$ cat config.mk
export PLATFORM = sky130hd
export DESIGN_NAME = hazard_unit
export DESIGN_NICKNAME = d
export VERILOG_FILES = /design/src/rtl/mips_hazard_defs.sv /design/src/rtl/hazard_scoreboard.sv /design/src/rtl/hazard_unit.sv
export SDC_FILE = /design/constraint.sdc
export NUM_CORES = 1
export LEC_CHECK = 0
export BUFFER_PORTS_ARGS = -buffer_cell sky130_fd_sc_hd__buf_2
export CAP_MARGIN = 15
export CELL_PAD_IN_SITES_DETAIL_PLACEMENT = 0
export CELL_PAD_IN_SITES_GLOBAL_PLACEMENT = 1
export CORE_UTILIZATION = 30
export CTS_CLUSTER_SIZE = 20
export DETAILED_ROUTE_END_ITERATION = 7
export PLACE_DENSITY_LB_ADDON = 0.1
export SKIP_CTS_REPAIR_TIMING = 1
export SYNTH_ARGS = -nofsm -noshare
export SYNTH_HDL_FRONTEND = slang
export SYNTH_SLANG_ARGS = --single-unit
$ cat constraint.sdc
create_clock -name clk -period 4.9 [get_ports clk]
set_input_delay 0.245 -clock clk [delete_from_list [all_inputs] [get_ports clk]]
set_output_delay 0.245 -clock clk [all_outputs]
set_load 0.05 [all_outputs]
$ cat src/rtl/mips_hazard_defs.sv
`default_nettype none
// ============================================================================
// Module      : mips_hazard_defs (package)
// Description : Shared encodings for the pipeline hazard controller:
//               execute-stage forward-mux selects and the memory-wait FSM
//               state type.
// Revision    : 1.0 - initial release
// ============================================================================
package mips_hazard_defs;

    // Execute-stage operand mux selects (2'b11 is never driven)
    localparam logic [1:0] FWD_RF  = 2'b00;  // register file read data
    localparam logic [1:0] FWD_WB  = 2'b01;  // W-stage result
    localparam logic [1:0] FWD_MEM = 2'b10;  // M-stage ALU result

    // Data-memory wait-state FSM
    typedef enum logic [0:0] {
        ST_RUN      = 1'b0,
        ST_MEM_WAIT = 1'b1
    } hz_state_t;

    // M-stage match takes priority over W-stage match
    function automatic logic [1:0] fwd_sel(input logic hit_m, input logic hit_w);
        if (hit_m)      return FWD_MEM;
        else if (hit_w) return FWD_WB;
        else            return FWD_RF;
    endfunction

endpackage
`default_nettype wire

$ cat src/rtl/hazard_scoreboard.sv
`default_nettype none
// ============================================================================
// Module      : hazard_scoreboard
// Description : Shadow copy of E/M/W destination-register info, advanced in
//               lockstep with the pipeline registers the hazard unit controls.
//   i_hold_em   : memory stall - E and M hold, W takes a bubble
//   i_bubble_e  : hazard stall - E takes a bubble, M and W advance
//   i_*_d       : decode-stage fields loaded into E on a normal advance
//   o_*_e/m/w   : current shadow contents per stage
// Revision    : 1.0 - initial release
// ============================================================================
module hazard_scoreboard #(
    parameter int REG_AW = 5
) (
    input  logic              clk,
    input  logic              rst,
    input  logic              i_hold_em,
    input  logic              i_bubble_e,
    input  logic [REG_AW-1:0] i_rs_d,
    input  logic [REG_AW-1:0] i_rt_d,
    input  logic [REG_AW-1:0] i_dest_d,
    input  logic              i_regwrite_d,
    input  logic              i_memtoreg_d,
    output logic [REG_AW-1:0] o_rs_e,
    output logic [REG_AW-1:0] o_rt_e,
    output logic [REG_AW-1:0] o_dest_e,
    output logic              o_regwrite_e,
    output logic              o_memtoreg_e,
    output logic [REG_AW-1:0] o_dest_m,
    output logic              o_regwrite_m,
    output logic              o_memtoreg_m,
    output logic [REG_AW-1:0] o_dest_w,
    output logic              o_regwrite_w
);

    logic [REG_AW-1:0] r_rs_e, r_rt_e, r_dest_e, r_dest_m, r_dest_w;
    logic              r_regwrite_e, r_memtoreg_e;
    logic              r_regwrite_m, r_memtoreg_m;
    logic              r_regwrite_w;
    // The W-stage load flag has no consumer in the hazard logic, so only
    // dest/regwrite are shadowed there.

    always_ff @(posedge clk or posedge rst) begin
        if (rst) begin
            r_rs_e       <= '0;
            r_rt_e       <= '0;
            r_dest_e     <= '0;
            r_regwrite_e <= 1'b0;
            r_memtoreg_e <= 1'b0;
            r_dest_m     <= '0;
            r_regwrite_m <= 1'b0;
            r_memtoreg_m <= 1'b0;
            r_dest_w     <= '0;
            r_regwrite_w <= 1'b0;
        end else if (i_hold_em) begin
            r_dest_w     <= '0;
            r_regwrite_w <= 1'b0;
        end else begin
            if (i_bubble_e) begin
                r_rs_e       <= '0;
                r_rt_e       <= '0;
                r_dest_e     <= '0;
                r_regwrite_e <= 1'b0;
                r_memtoreg_e <= 1'b0;
            end else begin
                r_rs_e       <= i_rs_d;
                r_rt_e       <= i_rt_d;
                r_dest_e     <= i_dest_d;
                r_regwrite_e <= i_regwrite_d;
                r_memtoreg_e <= i_memtoreg_d;
            end
            r_dest_m     <= r_dest_e;
            r_regwrite_m <= r_regwrite_e;
            r_memtoreg_m <= r_memtoreg_e;
            r_dest_w     <= r_dest_m;
            r_regwrite_w <= r_regwrite_m;
        end
    end

    assign o_rs_e       = r_rs_e;
    assign o_rt_e       = r_rt_e;
    assign o_dest_e     = r_dest_e;
    assign o_regwrite_e = r_regwrite_e;
    assign o_memtoreg_e = r_memtoreg_e;
    assign o_dest_m     = r_dest_m;
    assign o_regwrite_m = r_regwrite_m;
    assign o_memtoreg_m = r_memtoreg_m;
    assign o_dest_w     = r_dest_w;
    assign o_regwrite_w = r_regwrite_w;

endmodule
`default_nettype wire

$ cat src/rtl/hazard_unit.sv
`default_nettype none
// ============================================================================
// Module      : hazard_unit
// Description : Hazard controller for the five-stage MIPS pipeline.
//   Inputs : rs_d/rt_d/writereg_d + decode control, mem_req_m/mem_ready
//            (multi-cycle data memory handshake), perf_clr
//   Outputs: forward_a_e/forward_b_e (E operand mux selects),
//            forward_a_d/forward_b_d (branch-compare forward from M),
//            stall_f/d/e/m, flush_e/flush_w, stall_count (saturating)
// Revision    : 1.0 - initial release
// ============================================================================
module hazard_unit
    import mips_hazard_defs::*;
#(
    parameter int REG_AW = 5,
    parameter int CNT_W  = 16
) (
    input  logic              clk,
    input  logic              rst,
    input  logic [REG_AW-1:0] rs_d,
    input  logic [REG_AW-1:0] rt_d,
    input  logic [REG_AW-1:0] writereg_d,
    input  logic              regwrite_d,
    input  logic              memtoreg_d,
    input  logic              branch_d,
    input  logic              mem_req_m,
    input  logic              mem_ready,
    input  logic              perf_clr,
    output logic [1:0]        forward_a_e,
    output logic [1:0]        forward_b_e,
    output logic              forward_a_d,
    output logic              forward_b_d,
    output logic              stall_f,
    output logic              stall_d,
    output logic              stall_e,
    output logic              stall_m,
    output logic              flush_e,
    output logic              flush_w,
    output logic [CNT_W-1:0]  stall_count
);

    localparam logic [CNT_W-1:0] c_CNT_MAX = {CNT_W{1'b1}};

    logic [REG_AW-1:0] w_rs_e, w_rt_e, w_dest_e, w_dest_m, w_dest_w;
    logic              w_regwrite_e, w_memtoreg_e;
    logic              w_regwrite_m, w_memtoreg_m, w_regwrite_w;
    logic              w_lwstall, w_brstall, w_hzstall, w_memstall;
    logic              w_e_hits_d, w_m_hits_d;
    hz_state_t         r_state, w_state_next;
    logic [CNT_W-1:0]  r_count;

    hazard_scoreboard #(.REG_AW(REG_AW)) u_scoreboard (
        .clk          (clk),
        .rst          (rst),
        .i_hold_em    (w_memstall),
        .i_bubble_e   (w_hzstall),
        .i_rs_d       (rs_d),
        .i_rt_d       (rt_d),
        .i_dest_d     (writereg_d),
        .i_regwrite_d (regwrite_d),
        .i_memtoreg_d (memtoreg_d),
        .o_rs_e       (w_rs_e),
        .o_rt_e       (w_rt_e),
        .o_dest_e     (w_dest_e),
        .o_regwrite_e (w_regwrite_e),
        .o_memtoreg_e (w_memtoreg_e),
        .o_dest_m     (w_dest_m),
        .o_regwrite_m (w_regwrite_m),
        .o_memtoreg_m (w_memtoreg_m),
        .o_dest_w     (w_dest_w),
        .o_regwrite_w (w_regwrite_w)
    );

    // Destination of E / M matches a decode source (never for $0)
    assign w_e_hits_d = (w_dest_e != '0) && ((w_dest_e == rs_d) || (w_dest_e == rt_d));
    assign w_m_hits_d = (w_dest_m != '0) && ((w_dest_m == rs_d) || (w_dest_m == rt_d));

    assign w_lwstall = w_memtoreg_e && w_e_hits_d;
    assign w_brstall = branch_d && ((w_regwrite_e && w_e_hits_d) || (w_memtoreg_m && w_m_hits_d));
    assign w_hzstall = w_lwstall || w_brstall;

    // Shadow regs are cleared by rst, but mem_req_m is a raw input, so the
    // memory stall is gated explicitly to keep every output low during reset.
    assign w_memstall = !rst && !mem_ready &&
                        (((r_state == ST_RUN) && mem_req_m) || (r_state == ST_MEM_WAIT));

    // Memory wait-state FSM
    always_ff @(posedge clk or posedge rst) begin
        if (rst) r_state <= ST_RUN;
        else     r_state <= w_state_next;
    end

    always_comb begin
        w_state_next = r_state;
        case (r_state)
            ST_RUN:      if (mem_req_m && !mem_ready) w_state_next = ST_MEM_WAIT;
            ST_MEM_WAIT: if (mem_ready)               w_state_next = ST_RUN;
            default:                                  w_state_next = ST_RUN;
        endcase
    end

    // Forwarding and stall/flush outputs
    always_comb begin
        forward_a_e = fwd_sel(w_rs_e != '0 && w_regwrite_m && w_rs_e == w_dest_m,
                              w_rs_e != '0 && w_regwrite_w && w_rs_e == w_dest_w);
        forward_b_e = fwd_sel(w_rt_e != '0 && w_regwrite_m && w_rt_e == w_dest_m,
                              w_rt_e != '0 && w_regwrite_w && w_rt_e == w_dest_w);
        forward_a_d = (rs_d != '0) && w_regwrite_m && (rs_d == w_dest_m);
        forward_b_d = (rt_d != '0) && w_regwrite_m && (rt_d == w_dest_m);
        stall_f = 1'b0;
        stall_d = 1'b0;
        stall_e = 1'b0;
        stall_m = 1'b0;
        flush_e = 1'b0;
        flush_w = 1'b0;
        if (w_memstall) begin
            // Whole front of the pipe freezes; W drains a bubble
            stall_f = 1'b1;
            stall_d = 1'b1;
            stall_e = 1'b1;
            stall_m = 1'b1;
            flush_w = 1'b1;
        end else if (w_hzstall) begin
            stall_f = 1'b1;
            stall_d = 1'b1;
            flush_e = 1'b1;
        end
    end

    // Saturating stall-cycle counter; clear wins over increment
    always_ff @(posedge clk or posedge rst) begin
        if (rst)                               r_count <= '0;
        else if (perf_clr)                     r_count <= '0;
        else if (stall_f && r_count != c_CNT_MAX) r_count <= r_count + 1'b1;
    end

    assign stall_count = r_count;

endmodule
`default_nettype wire
==> results of run 1 <==
[synth_stat cells, drive strengths merged]
master,n
dfrtp,47
xnor2,25
a22o,17
a21oi,15
buf,15
xor2,15
nor2,14
nand3,12
or4,12
mux2,10
nor2b,9
o31ai,9
nand2,8
nand4,6
nor3,5
nor4,5
clkbuf,4
o21ai,4
and3,3
inv,3
nand4b,2
o41ai,2
or3,2
a221oi,1
a22oi,1
a311oi,1
a31oi,1
and4,1
ha,1
nor4b,1
o311a,1
[final timing paths]
kind / end
setup / recovery: stall_f
hold / removal: r_state$_DFF_PP0_
setup reg to reg: stall_count[2]$_DFFE_PP0P_
hold reg to reg: r_state$_DFF_PP0_
max in group asynchronous: u_scoreboard.o_dest_m[4]$_DFFE_PP0N_
min in group asynchronous: r_state$_DFF_PP0_
[metrics by stage]
step	std cells	instance area [µm²]	setup slack, ns
floorplan	252	2700	1.68
global placement	393	2960	2.17
detailed placement	393	2960	2.12
CTS	401	3070	1.84
global route	403	3100	1.71
finish	403	3100	1.89
[cell type report]
class / count / area (µm²) / share of cell area
clock buffers: 6 / 82.6 / 0.0266
inverters: 3 / 13.8 / 0.00443
flip-flops and latches: 47 / 1180 / 0.379
repair buffers: 54 / 295 / 0.0951
well taps: 108 / 135 / 0.0435
clock inverters: 2 / 35.0 / 0.0113
multi-input cells: 183 / 1370 / 0.440
[state kept, by name, indices dropped and copies added, names as in the netlist]
signal                     flops
r_state                        1
stall_count                   16
u_scoreboard.o_dest_e          5
u_scoreboard.o_dest_m          5
u_scoreboard.o_dest_w          5
u_scoreboard.o_memtoreg_e      1
u_scoreboard.o_memtoreg_m      1
u_scoreboard.o_regwrite_e      1
u_scoreboard.o_regwrite_m      1
u_scoreboard.o_regwrite_w      1
u_scoreboard.o_rs_e            5
u_scoreboard.o_rt_e            5
[per-layer routing]
layer,wire length [µm],vias to the layer above,global-route usage
li1,-,1009,-
met1,3230,1042,0.213
met2,3190,48,0.228
met3,301,5,0.0275
met4,80,0,0.0471
met5,0,-,0
[worst max-delay path: cells and delay by family (launching register included)]
family                 cells  cell delay, ns
AO/OA/AOI/OAI              2            0.79
buffers and inverters      3            0.77
flip-flops                 1            0.48
AND/OR/NAND/NOR            1            0.42
[kinds of logic after synthesis]
group | count (synthesis) | synth area share
xor+xnor | 40 | 0.130
buf+inv | 22 | 0.0627
flops | 47 | 0.436
mux | 10 | 0.0446
fa+ha+maj | 1 | 0.00464
compound gates | 52 | 0.147
simple gates | 80 | 0.175
[power groups by stage]
stage               Clock (mW)  Sequential (mW)  Combinational, mW
floorplan                    0            0.464              0.191
global placement             0            0.489              0.211
detailed placement           0            0.490              0.210
CTS                      0.315            0.482              0.211
global route             0.325            0.488              0.231
finish                   0.305            0.480              0.209
==> results.py, run 1 <==
metrics = {
    "outcome": {
        "status": "finished, final reports clean",
    },
    "routing": {
        "first_pass_iters": 5,
        "ant_nets": 0,
        "drc": 0,
        "routed_wl_mm": 6.81,
        "vias": 2104,
        "via_per_inst": 5.22,
        "wl_per_cell_um": 16.9,
        "drtIter0Drc": 67,
    },
    "critical_path": {
        "startpoint_type": "flop",
        "required_ns": 4.66,
        "reg2reg_depth": 7,
        "reg2reg_slack_ns": 2.14,
        "end_kind": "output pin",
        "cpMaxStageDelayCell": "dfrtp_1",
        "crit_type": "reg -> out",
        "rr_startpoint": "u_scoreboard.o_dest_m[4]$_DFFE_PP0N_",
        "crit_chain": "or3_1 > o311a_1 > a221oi_4 > buf_4 > inv_4 > buf_2",
        "crit_start": "u_scoreboard.o_dest_m[4]$_DFFE_PP0N_",
        "crit_path_max_fanout": 34,
        "arrival_ns": 2.77,
        "slowest_delay_ns": 0.48,
    },
    "power": {
        "power_frac_comb": 0.210,
        "p_leak_nw": 1.34,
        "swShare": 0.313,
        "seqPwrFrac": 0.483,
        "fin_total_pwr_mw": 0.994,
        "power.internal_mw": 0.682,
        "p_clk_frac": 0.307,
        "p_switching_mw": 0.312,
        "vdd_ir_drop_max_mv": 0.101,
        "p_per_area_nw_per_um2": 320,
    },
    "timing": {
        "period_needed_ns": 3.01,
        "fin_worst_skew_ns": 0.0128,
        "max_freq_mhz": 332,
        "rsz0062_at_grt": "no",
        "fin_setup_tns_ns": 0,
        "report.final.slew_viol_count": 0,
        "tightest_slew_ns": 0.818,
        "maxSlewHeadroom": 0.455,
        "finalSetupViolCount": 0,
        "holdWs_ns": 0.0947,
        "period_share": 0.615,
        "hold_viol": 0,
    },
    "clock_network": {
        "clk_latency_ns": 0.31,
        "h-tree-depth": 2,
        "clkSlewWorstSetupHoldPaths_ns": 0.10,
        "cts_tree": "done",
        "clock-sinks": 47,
        "cts_buffers": 5,
        "clock_path_buffers": 2,
        "cts-root-buf": "clkbuf_8",
    },
    "grt": {
        "grt_antenna_before_repair": 0,
        "grt_max_degree": 48,
        "grt_overflow": 0,
        "grt_pass1_wl_mm": 11.0,
        "grt_pass1_vias": 2060,
        "grt.total_usage": 0.149,
    },
    "synth": {
        "ys_warn_count": 0,
        "yosys.area.top_type": "dfrtp_1",
        "synth_area_leaders": "dfrtp_1 44%, xnor2_1 8.1%, xor2_1 4.9%",
        "seq_area_frac_synth": 0.436,
        "synthesis.area_um2": 2700,
        "synth_nets": 276,
        "synth.distinct_cells": 46,
        "netlist_instances": 252,
        "postSynthAreaPerCell_um2": 10.7,
        "synth-seq-cells": 47,
        "synthDominantCellAreaShare": 0.436,
    },
    "hold_path": {
        "hp-start": "mem_ready",
        "min_path_cells": 2,
        "hold_path_class": "in -> reg",
    },
    "floorplanning": {
        "io_pins": 51,
        "floorplan.rows": 34,
        "core-area_um2": 8720,
        "die_w_um": 96.8,
        "start_util": 0.309,
        "die_h_um": 96.8,
        "dieArea_um2": 9370,
    },
    "placed_design": {
        "globalplace.congestion": 0.722,
        "port_buffers": 50,
        "dp_hpwl_mm": 4.65,
    },
    "cells_and_area": {
        "final_common_cell": "buf_2",
        "final_core_util": 0.356,
        "num-nets-final": 318,
        "fillers": 899,
        "areaGrowthSynthToFinish_pct": 15.2,
        "drive_above_1_share": 0.298,
        "final_cell_mix": "50 x buf_2, 47 x dfrtp_1, 25 x xnor2_1",
        "diodes": 0,
    },
    "job": {
        "cap_violations": 0,
    },
}
Note: power is estimated with default switching activity, not from simulation.
==> run 2: changes to the inputs <==
- ABC_AREA: not set -> 1
- clock period: 4.9 -> 2.4 ns (I/O delays scaled with it)
==> results.py, run 2 <==
metrics = {
    "critical_path": {
        "cpMostUsedCell": "nand2_1",
        "arrival_ns": 2.02,
        "reg2reg_depth": 9,
        "crit_chain": "inv_2 > nand2_1 > nand2_1 > nor2_1 > nand3_1 > nand2_1 > nand2_2 > nand3_2 > buf_12 > buf_2",
        "end_kind": "output pin",
        "crit_type": "reg -> out",
        "cpMaxStageDelayCell": "dfrtp_1",
        "slowest_delay_ns": 0.53,
        "startpoint_type": "flop",
        "crit_path_max_fanout": 30,
        "required_ns": 2.28,
    },
    "floorplanning": {
        "core-area_um2": 9280,
        "dieArea_um2": 10100,
        "start_util": 0.312,
        "die_h_um": 100,
        "io_pins": 51,
        "die_w_um": 100,
        "floorplan.rows": 35,
    },
    "power": {
        "p_leak_nw": 1.81,
        "p_per_area_nw_per_um2": 594,
        "vdd_ir_drop_max_mv": 0.313,
    },
    "cells_and_area": {
        "final_core_util": 0.363,
        "final_common_cell": "nand2_1",
        "final_cell_mix": "94 x nand2_1, 50 x buf_2, 47 x inv_1, 47 x dfrtp_1, 32 x nand3_1",
        "areaGrowthSynthToFinish_pct": 16.5,
        "drive_above_1_share": 0.187,
        "largest_register_ffs": 16,
        "fillers": 1034,
        "diodes": 0,
        "num-nets-final": 452,
    },
    "placed_design": {
        "globalplace.congestion": 0.843,
        "port_buffers": 50,
        "dp_hpwl_mm": 5.88,
        "dp_slack_ns": 0.427,
    },
    "synth": {
        "postSynthAreaPerCell_um2": 7.56,
        "synth-edff-count": 0,
        "synthTopCellsByCount": "94 x nand2_1, 48 x inv_1, 47 x dfrtp_1, 32 x nand3_1, 32 x nor2_1",
        "synth_nets": 407,
        "synth.distinct_cells": 33,
        "synthDominantCellAreaShare": 0.406,
        "ys_warn_count": 0,
        "netlist_instances": 383,
        "synth-seq-cells": 47,
        "yosys.area.top_type": "dfrtp_1",
        "seq_area_frac_synth": 0.406,
        "async_flop_share": 1.00,
        "ys.flop_type": "dfrtp_1",
        "synth.most_common_cell": "nand2_1",
        "synthesis.area_um2": 2900,
        "synth_area_leaders": "dfrtp_1 41%, nand2_1 12%, inv_1 6.2%",
    },
    "routing": {
        "first_pass_iters": 6,
        "ant_nets": 0,
        "routed_wl_mm": 7.97,
        "via_per_inst": 4.68,
        "drtIter0Drc": 140,
        "drc": 0,
        "wl_per_cell_um": 14.3,
        "vias": 2608,
    },
    "clock_network": {
        "cts-root-buf": "clkbuf_8",
        "clkSlewWorstSetupHoldPaths_ns": 0.08,
        "clock_path_buffers": 2,
        "cts_tree": "done",
        "cts_buffers": 5,
        "h-tree-depth": 2,
        "clk_latency_ns": 0.30,
        "clock-sinks": 47,
    },
    "timing": {
        "fin_worst_skew_ns": 0.00455,
        "report.final.slew_viol_count": 0,
        "finalSetupViolCount": 0,
        "hold_viol": 0,
        "tightest_slew_ns": 0.918,
        "max_freq_mhz": 468,
        "maxSlewHeadroom": 0.388,
        "worst_slack_ns": 0.264,
        "fin_setup_tns_ns": 0,
        "period_share": 0.890,
        "period_needed_ns": 2.14,
        "rsz0062_at_grt": "no",
    },
    "hold_path": {
        "hold_path_class": "in -> reg",
        "min_path_cells": 3,
    },
    "grt": {
        "grt_antenna_before_repair": 0,
        "grt_overflow": 0,
        "grt_max_degree": 48,
        "grt.total_usage": 0.174,
        "grt_pass1_wl_mm": 13.5,
        "grt_pass1_vias": 2428,
    },
    "job": {
        "cap_violations": 0,
    },
    "outcome": {
        "status": "finished, final reports clean",
    },
}
==> run 2: area by class of cell <==
type | instances | area [µm²] | share of cell area
clock inverter | 2 | 37.5 | 0.0111
sequential | 47 | 1180 | 0.349
inverter | 54 | 206 | 0.0612
tap | 129 | 161 | 0.0478
clock buffer | 5 | 68.8 | 0.0204
multi-input combinational | 266 | 1430 | 0.423
timing repair buffer | 54 | 295 | 0.0875
==> run 2: kinds of logic after synthesis <==
family / after synthesis / share of synthesized area
flops: 47 / 0.406
fa+ha+maj: 1 / 0.00432
simple gates: 198 / 0.316
xor+xnor: 29 / 0.0877
buf+inv: 70 / 0.108
compound gates: 38 / 0.0782
==> run 2: worst paths after layout <==
check / slack (ns) / from / to
max: 0.26 / u_scoreboard.o_dest_m[4]$_DFFE_PP0N_ / stall_f
min: 0.05 / writereg_d[0] / u_scoreboard.o_dest_e[0]$_DFFE_PP0N_
max reg2reg: 0.42 / stall_count[0]$_DFFE_PP0P_ / stall_count[5]$_DFFE_PP0P_
min reg2reg: 0.51 / u_scoreboard.o_memtoreg_m$_DFFE_PP0N_ / u_scoreboard.o_memtoreg_m$_DFFE_PP0N_
max in group asynchronous: 1.93 / rst / u_scoreboard.o_dest_e[2]$_DFFE_PP0N_
min in group asynchronous: 0.07 / rst / stall_count[1]$_DFFE_PP0P_
==> run 2: power by group <==
group / internal (mW) / leakage, nW / switching, mW
clock: 0.305 / 0.0502 / 0.266
sequential: 0.862 / 0.599 / 0.0906
combinational: 0.164 / 1.16 / 0.316
total: 1.33 / 1.81 / 0.673
==> run 2: per-layer routing <==
metal | vias up | track usage | part of all wire
met5 | - | 0 | 0
met4 | 0 | 0.0401 | 0.0067
met3 | 4 | 0.0244 | 0.036
met2 | 50 | 0.243 | 0.43
met1 | 1214 | 0.278 | 0.53
li1 | 1340 | - | -
==> run 2: worst max-delay path: cells and delay by family, from the launching register on <==
| kind | cells | cell delay [ns] |
|---|---|---|
| buffers and inverters | 3 | 0.60 |
| DFF | 1 | 0.53 |
| and+or+nand+nor | 7 | 0.57 |
==> run 2: stage by stage <==
stage	hold WS, ns	power (mW)	area (µm²)	instances
after floorplan	0.148	1.32	2920	383
after global placement	0.287	1.46	3260	549
after detailed placement	0.289	1.45	3260	549
after CTS	-0.0340	2.03	3360	556
after global routing	0.0670	2.15	3370	557
final	0.0524	2.00	3370	557
==> run 3: changes to the inputs <==
- RECOVER_POWER: not set -> 50
==> results.py, run 3 (same netlist as run 2, synthesis figures left out) <==
metrics = {
    "floorplanning": {
        "die_h_um": 100,
        "floorplan.rows": 35,
        "core-area_um2": 9280,
        "dieArea_um2": 10100,
        "die_w_um": 100,
        "start_util": 0.312,
        "io_pins": 51,
    },
    "hold_path": {
        "hp-start": "writereg_d[0]",
        "min_path_cells": 3,
        "hold_end": "u_scoreboard.o_dest_e[0]$_DFFE_PP0N_",
        "hold_path_class": "in -> reg",
    },
    "critical_path": {
        "startpoint_type": "flop",
        "rr_startpoint": "stall_count[0]$_DFFE_PP0P_",
        "r2r_end": "stall_count[12]$_DFFE_PP0P_",
        "reg2reg_depth": 9,
        "crit_type": "reg -> out",
        "reg2reg_slack_ns": 0.42,
        "required_ns": 2.28,
        "crit_path_max_fanout": 30,
        "arrival_ns": 2.02,
        "end_kind": "output pin",
    },
    "routing": {
        "via_per_inst": 4.69,
        "vias": 2610,
        "wl_per_cell_um": 14.3,
        "first_pass_iters": 6,
        "ant_nets": 0,
        "drtIter0Drc": 143,
        "drc": 0,
        "routed_wl_mm": 7.96,
    },
    "cells_and_area": {
        "fin_area_um2": 3350,
        "diodes": 0,
        "largest_register_ffs": 16,
        "fillers": 1040,
        "final_common_cell": "nand2_1",
        "final_cell_mix": "94 x nand2_1, 47 x inv_1, 47 x dfrtp_1",
        "seq_area_um2": 1180,
        "areaGrowthSynthToFinish_pct": 15.7,
        "multi_input_area_um2": 1430,
        "num-nets-final": 452,
        "drive_above_1_share": 0.154,
        "final_core_util": 0.361,
    },
    "clock_network": {
        "clkSlewWorstSetupHoldPaths_ns": 0.08,
        "h-tree-depth": 2,
        "cts_tree": "done",
        "clk_latency_ns": 0.30,
        "cts-root-buf": "clkbuf_8",
        "clock_path_buffers": 2,
        "cts_buffers": 5,
        "clock-sinks": 47,
    },
    "grt": {
        "met1_usage": 0.278,
        "grt.total_usage": 0.174,
        "grt_antenna_before_repair": 0,
        "grt_pass1_vias": 2428,
        "grt_pass1_wl_mm": 13.5,
        "grt_overflow": 0,
        "use_met3": 0.0244,
        "use_met2": 0.243,
        "top_usage_layer": "met1",
        "grt_max_degree": 48,
    },
    "power": {
        "vdd_ir_drop_max_mv": 0.313,
        "p_leak_nw": 1.75,
        "p_per_area_nw_per_um2": 598,
        "fin_total_pwr_mw": 2.00,
    },
    "timing": {
        "fin_worst_skew_ns": 0.00464,
        "fin_setup_tns_ns": 0,
        "finalSetupViolCount": 0,
        "max_freq_mhz": 468,
        "rsz0062_at_grt": "no",
        "holdWs_ns": 0.0529,
        "period_share": 0.890,
        "report.final.slew_viol_count": 0,
        "maxSlewHeadroom": 0.200,
        "tightest_slew_ns": 1.20,
        "hold_viol": 0,
        "period_needed_ns": 2.14,
    },
    "job": {
        "cap_violations": 0,
    },
    "placed_design": {
        "post_dp_cell_area_um2": 3260,
        "port_buffers": 50,
        "globalplace.congestion": 0.843,
        "dp_hpwl_mm": 5.88,
    },
    "outcome": {
        "status": "finished, final reports clean",
    },
}
[run 3: stage by stage]
| stage | setup slack [ns] | cells |
|---|---|---|
| final | 0.263 | 557 |
| after global placement | 0.449 | 549 |
| after floorplan | 0.0183 | 383 |
| after global routing | 0.123 | 557 |
| after detailed placement | 0.427 | 549 |
| after CTS | 0.243 | 556 |
[run 3: final cells by class]
cell class	instances	area share
timing repair buffer	54	0.0822
clock buffer	5	0.0205
sequential	47	0.351
inverter	54	0.0609
tap	129	0.0482
clock inverter	2	0.0112
multi-input combinational	266	0.426
[run 3: layer usage]
metal | part of all wire | wire [µm]
met4 | 0.0067 | 53
met1 | 0.53 | 4210
met2 | 0.43 | 3410
met3 | 0.036 | 290
met5 | 0 | 0
[run 3: worst max-delay path, stage by stage, from the launching register on]
cell and delay (ns):
dfrtp_1 0.53, inv_2 0.12, nand2_1 0.07, nand2_1 0.05, nor2_1 0.11, nand3_1 0.10
nand2_1 0.09, nand2_2 0.06, nand3_2 0.09, buf_12 0.19, buf_2 0.29
[run 3: power breakdown]
part           total (mW)  switching (mW)  internal (mW)
combinational       0.479           0.316          0.163
sequential          0.953          0.0909          0.862
clock               0.570           0.266          0.305
total                2.00           0.673           1.33
[run 3: how the worst max path moves through the flow]
stage               cells after the start                          end                                 start  slack [ns]
detailed placement                      9   stall_count[6]$_DFFE_PP0P_            stall_count[0]$_DFFE_PP0P_        0.43
floorplan                               5               forward_a_e[0]  u_scoreboard.o_dest_m[3]$_DFFE_PP0N_        0.02
global route                           10                      stall_d  u_scoreboard.o_dest_m[2]$_DFFE_PP0N_        0.12
CTS                                    10                      stall_d  u_scoreboard.o_dest_m[4]$_DFFE_PP0N_        0.24
finish                                 10                      stall_f  u_scoreboard.o_dest_m[4]$_DFFE_PP0N_        0.26
global placement                        9  stall_count[13]$_DFFE_PP0P_            stall_count[0]$_DFFE_PP0P_        0.45
